### src/rtl/div_issue_ctrl.sv
// EX-stage issue controller for the multi-cycle divider: latches operands, drives the
// divider handshake, stalls the pipeline and delivers the HI/LO write.
module div_issue_ctrl #(
  parameter int TIMEOUT      = 64,
  parameter int ABORT_CYCLES = 2
) (
  input  logic        clk,
  input  logic        rst,
  input  logic        div_req_i,
  input  logic        div_signed_i,
  input  logic [31:0] op1_i,
  input  logic [31:0] op2_i,
  input  logic        flush_i,
  output logic        stall_o,
  output logic        hilo_we_o,
  output logic [31:0] hi_o,
  output logic [31:0] lo_o,
  output logic        timeout_o,
  output logic        div_start_o,
  output logic        div_annul_o,
  output logic        div_signed_o,
  output logic [31:0] div_opdata1_o,
  output logic [31:0] div_opdata2_o,
  input  logic [63:0] div_result_i,
  input  logic        div_ready_i
);

  localparam int WCW = $clog2(TIMEOUT) + 1;
  localparam int ACW = $clog2(ABORT_CYCLES) + 1;

  typedef enum logic [1:0] {
    S_IDLE  = 2'd0,
    S_WAIT  = 2'd1,
    S_DONE  = 2'd2,
    S_ABORT = 2'd3
  } state_t;

  state_t          r_state;
  logic            r_start;
  logic            r_annul;
  logic            r_signed;
  logic [31:0]     r_op1;
  logic [31:0]     r_op2;
  logic            r_timeout;
  logic [WCW-1:0]  r_wait_cnt;
  logic [ACW-1:0]  r_abort_cnt;

  logic            w_stall;
  logic            w_we;

  // Handshake FSM; annul and timeout default low so each is a single-cycle pulse.
  always_ff @(posedge clk or negedge rst) begin
    if (!rst) begin
      r_state     <= S_IDLE;
      r_start     <= 1'b0;
      r_annul     <= 1'b0;
      r_signed    <= 1'b0;
      r_op1       <= 32'h0;
      r_op2       <= 32'h0;
      r_timeout   <= 1'b0;
      r_wait_cnt  <= '0;
      r_abort_cnt <= '0;
    end else begin
      r_annul   <= 1'b0;
      r_timeout <= 1'b0;
      case (r_state)
        S_IDLE: begin
          if (div_req_i && !flush_i) begin
            r_op1      <= op1_i;
            r_op2      <= op2_i;
            r_signed   <= div_signed_i;
            r_start    <= 1'b1;
            r_wait_cnt <= '0;
            r_state    <= S_WAIT;
          end
        end
        S_WAIT: begin
          r_wait_cnt <= r_wait_cnt + WCW'(1);
          if (flush_i) begin
            r_annul     <= 1'b1;
            r_start     <= 1'b0;
            r_abort_cnt <= '0;
            r_state     <= S_ABORT;
          end else if (div_ready_i) begin
            r_start <= 1'b0;
            r_state <= S_DONE;
          end else if (r_wait_cnt == WCW'(TIMEOUT - 1)) begin
            r_annul     <= 1'b1;
            r_start     <= 1'b0;
            r_timeout   <= 1'b1;
            r_abort_cnt <= '0;
            r_state     <= S_ABORT;
          end
        end
        S_DONE: begin
          r_state <= S_IDLE;
        end
        S_ABORT: begin
          if (r_abort_cnt == ACW'(ABORT_CYCLES - 1)) begin
            r_state <= S_IDLE;
          end else begin
            r_abort_cnt <= r_abort_cnt + ACW'(1);
          end
        end
        default: begin
          r_start <= 1'b0;
          r_state <= S_IDLE;
        end
      endcase
    end
  end

  // Pipeline-facing stall and HI/LO write; flush beats a coincident ready.
  always_comb begin
    w_stall = 1'b0;
    w_we    = 1'b0;
    case (r_state)
      S_IDLE:  w_stall = div_req_i & ~flush_i;
      S_WAIT: begin
        if (flush_i) begin
          w_stall = 1'b0;
          w_we    = 1'b0;
        end else if (div_ready_i) begin
          w_stall = 1'b0;
          w_we    = 1'b1;
        end else begin
          w_stall = 1'b1;
          w_we    = 1'b0;
        end
      end
      S_DONE:  w_stall = div_req_i;
      S_ABORT: w_stall = div_req_i & ~flush_i;
      default: w_stall = 1'b0;
    endcase
  end

  assign stall_o       = w_stall;
  assign hilo_we_o     = w_we;
  assign hi_o          = w_we ? div_result_i[63:32] : 32'h0;
  assign lo_o          = w_we ? div_result_i[31:0]  : 32'h0;
  assign timeout_o     = r_timeout;
  assign div_start_o   = r_start;
  assign div_annul_o   = r_annul;
  assign div_signed_o  = r_signed;
  assign div_opdata1_o = r_op1;
  assign div_opdata2_o = r_op2;

endmodule

### config.mk
export PLATFORM = sky130hd
export DESIGN_NAME = div_issue_ctrl
export DESIGN_NICKNAME = d
export VERILOG_FILES = /design/src/rtl/div_issue_ctrl.sv
export SDC_FILE = /design/constraint.sdc
export NUM_CORES = 1
export LEC_CHECK = 0
export BUFFER_PORTS_ARGS = -buffer_cell sky130_fd_sc_hd__buf_2
export CORE_AREA = 2 2 105 107
export CTS_BUF_LIST = sky130_fd_sc_hd__clkbuf_4 sky130_fd_sc_hd__clkbuf_8
export CTS_CLUSTER_DIAMETER = 120
export DETAILED_ROUTE_END_ITERATION = 12
export DIE_AREA = 0 0 107 109
export PLACE_DENSITY = 0.72
export SLEW_MARGIN = 10
export SYNTH_ARGS = -nofsm -noshare
export SYNTH_HDL_FRONTEND = slang
export SYNTH_SLANG_ARGS = --single-unit
### constraint.sdc
create_clock -name clk -period 3.9 [get_ports clk]
set_clock_uncertainty 0.1 [all_clocks]
set_input_delay 0.78 -clock clk [delete_from_list [all_inputs] [get_ports clk]]
set_output_delay 0.78 -clock clk [all_outputs]
set_load 0.05 [all_outputs]
==> key figures <==
Power
  – Peak supply drop: 0.396 mV
  – Seq pwr share: 30.1%
  – P_leak: 3.24 nW
  – Combinational share of power: 56.4%
  – Clk network pwr share: 13.4%
  – Internal: 2.11 mW
  – PD cells: 860 nW/um^2
  – Switching pwr: 2.52 mW
  – Sw frac: 54.5%
  – Overall Power: 4.63 mW

Critical path
  – Crit-path cells: inv_1, ha_1, and3b_1, buf_4, and2_1, buf_2
  – Crit. End Element: output port
  – Crit path launch type: flip-flop
  – FF-to-FF setup slack: 1.57 ns
  – Crit-path max FO: 66
  – Critical Path AT: 2.16 ns
  – Crit-path slowest cell: dfrtp_1
  – Kind of critical path: reg2out
  – Critical path required time: 3.02 ns
  – Crit path largest cell delay: 0.41 ns

CTS
  – H-tree levels: 3
  – TritonCTS clock tree: done
  – CTS Hold Buffers Added: 0
  – CTS sink cnt: 79
  – Num CTS Buffers: 9
  – Clock slew at reported path FFs: 0.08 ns
  – Clk_lat worst skew: 0.35 ns
  – Postcts setup bufs: 0
  – CTS Buffer Depth: 2
  – PostCTS Resize Cnt: 0
  – Root Driver: clkbuf_8

Floorplan
  – Die height: 109 um
  – Die width: 107 um
  – DIE AREA: 11700 um^2
  – Num ports: 268
  – Core Area: 10600 um^2
  – Initial Util: 35.4%
  – Rows: 38

Synthesis
  – Main synth FF type: dfrtp_1
  – Mapped Nets: 578
  – Synth Register Bits: 79
  – EDFF count, synth: 0
  – Synth async-reset ratio: 100%
  – Yosys warning count: 0
  – Post-synth cell types: 39
  – Mapped Area: 3750 um^2
  – Sequential element share of the synthesized area: 52.7%
  – Mean Syn Cell Area: 8.57 um^2
  – Synth Instances: 438

Global routing
  – Initial antenna violation count: 0
  – Grt ovf: 0
  – Global-route wire length before repair: 17500 um
  – GRT Overall Usage: 19.3%
  – Vias in the first global route: 3630
  – Largest net degree at the start of global routing: 80

Final layout
  – NumNets Final: 835
  – Final std cells w/o fill: 840
  – Register area: 1980 um^2
  – Ratio of cells with drive above 1 in the final layout: 41.9%
  – Final Instance Area: 5390 um^2
  – FILL cells: 1013
  – Area Growth Syn to Fin: 43.5%
  – Multi-input gate area in the final layout: 1640 um^2
  – # diodes: 0

Routing
  – Routed vias: 3810
  – Mean routed wirelength per cell: 14.1 um
  – Vias per cell: 4.54
  – DRT Wirelength: 11800 um
  – Antenna-violating nets left: 0
  – 1st-iter DRT viols: 209
  – Drt first pass iters: 4
  – DRC viols: 0

Placement
  – Worst slack, placed: 0.946 ns
  – Post-Place Cell Area: 5180 um^2
  – Port buffer count: 267
  – Placed cells: 824
  – DP HPWL: 9330 um
  – GPL Wtd Cong: 0.952

Run
  – Max_cap viols: 0

STA
  – Fin crit share: 77.9%
  – Endpoints failing setup: 0
  – Measured slew at the worst slew-check pin: 0.975 ns
  – Setup ws final: 0.860 ns
  – Slew Viols, Final: 0
  – Rel. slew slack: 35.0%
  – RSZ-0062 raised after global routing: false
  – Fmax: 329 MHz
  – Tmin final: 3.04 ns
  – Final TNS setup: 0 ns
  – Final Hold Fails: 0

Run status
  – Outcome: finished, final reports clean

Hold path
  – Worst min-delay path class: reg2reg
==> cell type report <==
type	count	share of cell area (%)
sequential	79	36.7
multi-input combinational	329	30.5
tap	140	3.25
clock buffer	10	2.56
timing repair buffer	271	25.4
clock inverter	6	1.25
inverter	5	0.349
==> path summary, 6_finish.rpt <==
kind,startpoint,endpoint,cells past startpoint
worst max register to register,r_state[0],div_opdata1_o[16],6
worst min-delay path,div_opdata1_o[8],div_opdata1_o[8],2
max in group asynchronous,rst,r_state[0],1
worst min register to register,div_opdata1_o[8],div_opdata1_o[8],2
worst max-delay path,r_state[1],lo_o[8],6
min in group asynchronous,rst,div_opdata1_o[25],1
==> sequential cells by signal, summed over array words and instances (netlist names) <==
signal         count
div_opdata1_o     32
div_opdata2_o     32
r_wait_cnt         7
r_abort_cnt        2
r_state            2
div_annul_o        1
div_signed_o       1
div_start_o        1
timeout_o          1
==> critical path: cells and delay by family, from the launching register on <==
kind | cells | cell delay [ns]
buf+inv | 3 | 0.78
simple gates | 2 | 0.42
flops | 1 | 0.41
fa+ha+maj | 1 | 0.21
==> kinds of logic (layout without fill, tap and decap cells) <==
group | Yosys count | count (layout) | share of synthesized area, %
multiplexers | 4 | 4 | 1.10
adder cells (fa/ha/maj) | 6 | 6 | 2.00
AO/OA/AOI/OAI | 27 | 27 | 5.00
flip-flops | 79 | 79 | 52.7
buffers and inverters | 30 | 292 | 3.73
AND/OR/NAND/NOR | 289 | 289 | 34.8
XOR/XNOR | 3 | 3 | 0.700
==> cells in the mapped netlist (all sizes together), types with 2 or more instances <==
library cell,n,area share [%]
nand2,198,20
dfrtp,79,53
and2,65,11
buf,14,2.1
clkbuf,11,1.1
o21ai,9,1.3
nor2,8,0.80
ha,6,2.0
a21oi,5,0.67
inv,5,0.50
nor2b,5,0.83
mux2i,3,0.80
a221oi,2,0.47
and3b,2,0.47
nand2b,2,0.33
nand3,2,0.27
nor3,2,0.57
nor3b,2,0.40
o2111ai,2,0.47
o31ai,2,0.53
or3,2,0.33
xor2,2,0.47
==> layer usage <==
metal	wire length, um	vias up	share of wire (%)	global-route usage, %
li1	-	1876	-	-
met1	4450	1748	38	20.8
met2	6290	175	53	36.5
met3	915	11	7.8	5.32
met4	154	0	1.3	6.31
met5	0	-	0	0
==> layout by cell type (no fill, tap or decap), drive strengths merged, types with 3 or more instances in the layout <==
master / instances
nand2: 198
nor2b: 5
o21ai: 9
a21oi: 5
buf: 271
inv: 6
mux2i: 3
clkbuf: 10
ha: 6
and2: 65
nor2: 8
dfrtp: 79
==> power groups by stage <==
stage,clock [mW],combinational [mW],sequential [mW]
final,0.623,2.62,1.40
after global routing,0.686,2.78,1.44
after CTS,0.645,2.64,1.40
after detailed placement,0,2.64,1.41
after global placement,0,2.59,1.39
after floorplan,0,0.875,2.50
==> metrics by stage <==
| stage | util, % | hold slack [ns] |
|---|---|---|
| 4_1_cts | 50.8 | 0.379 |
| 6_report | 50.8 | 0.376 |
| 2_1_floorplan | - | 0.384 |
| 3_5_place_dp | 48.9 | 0.357 |
| 5_1_grt | 50.8 | 0.403 |
| 3_3_place_gp | 48.9 | 0.351 |
No activity file was read; power rests on OpenSTA's default activity.
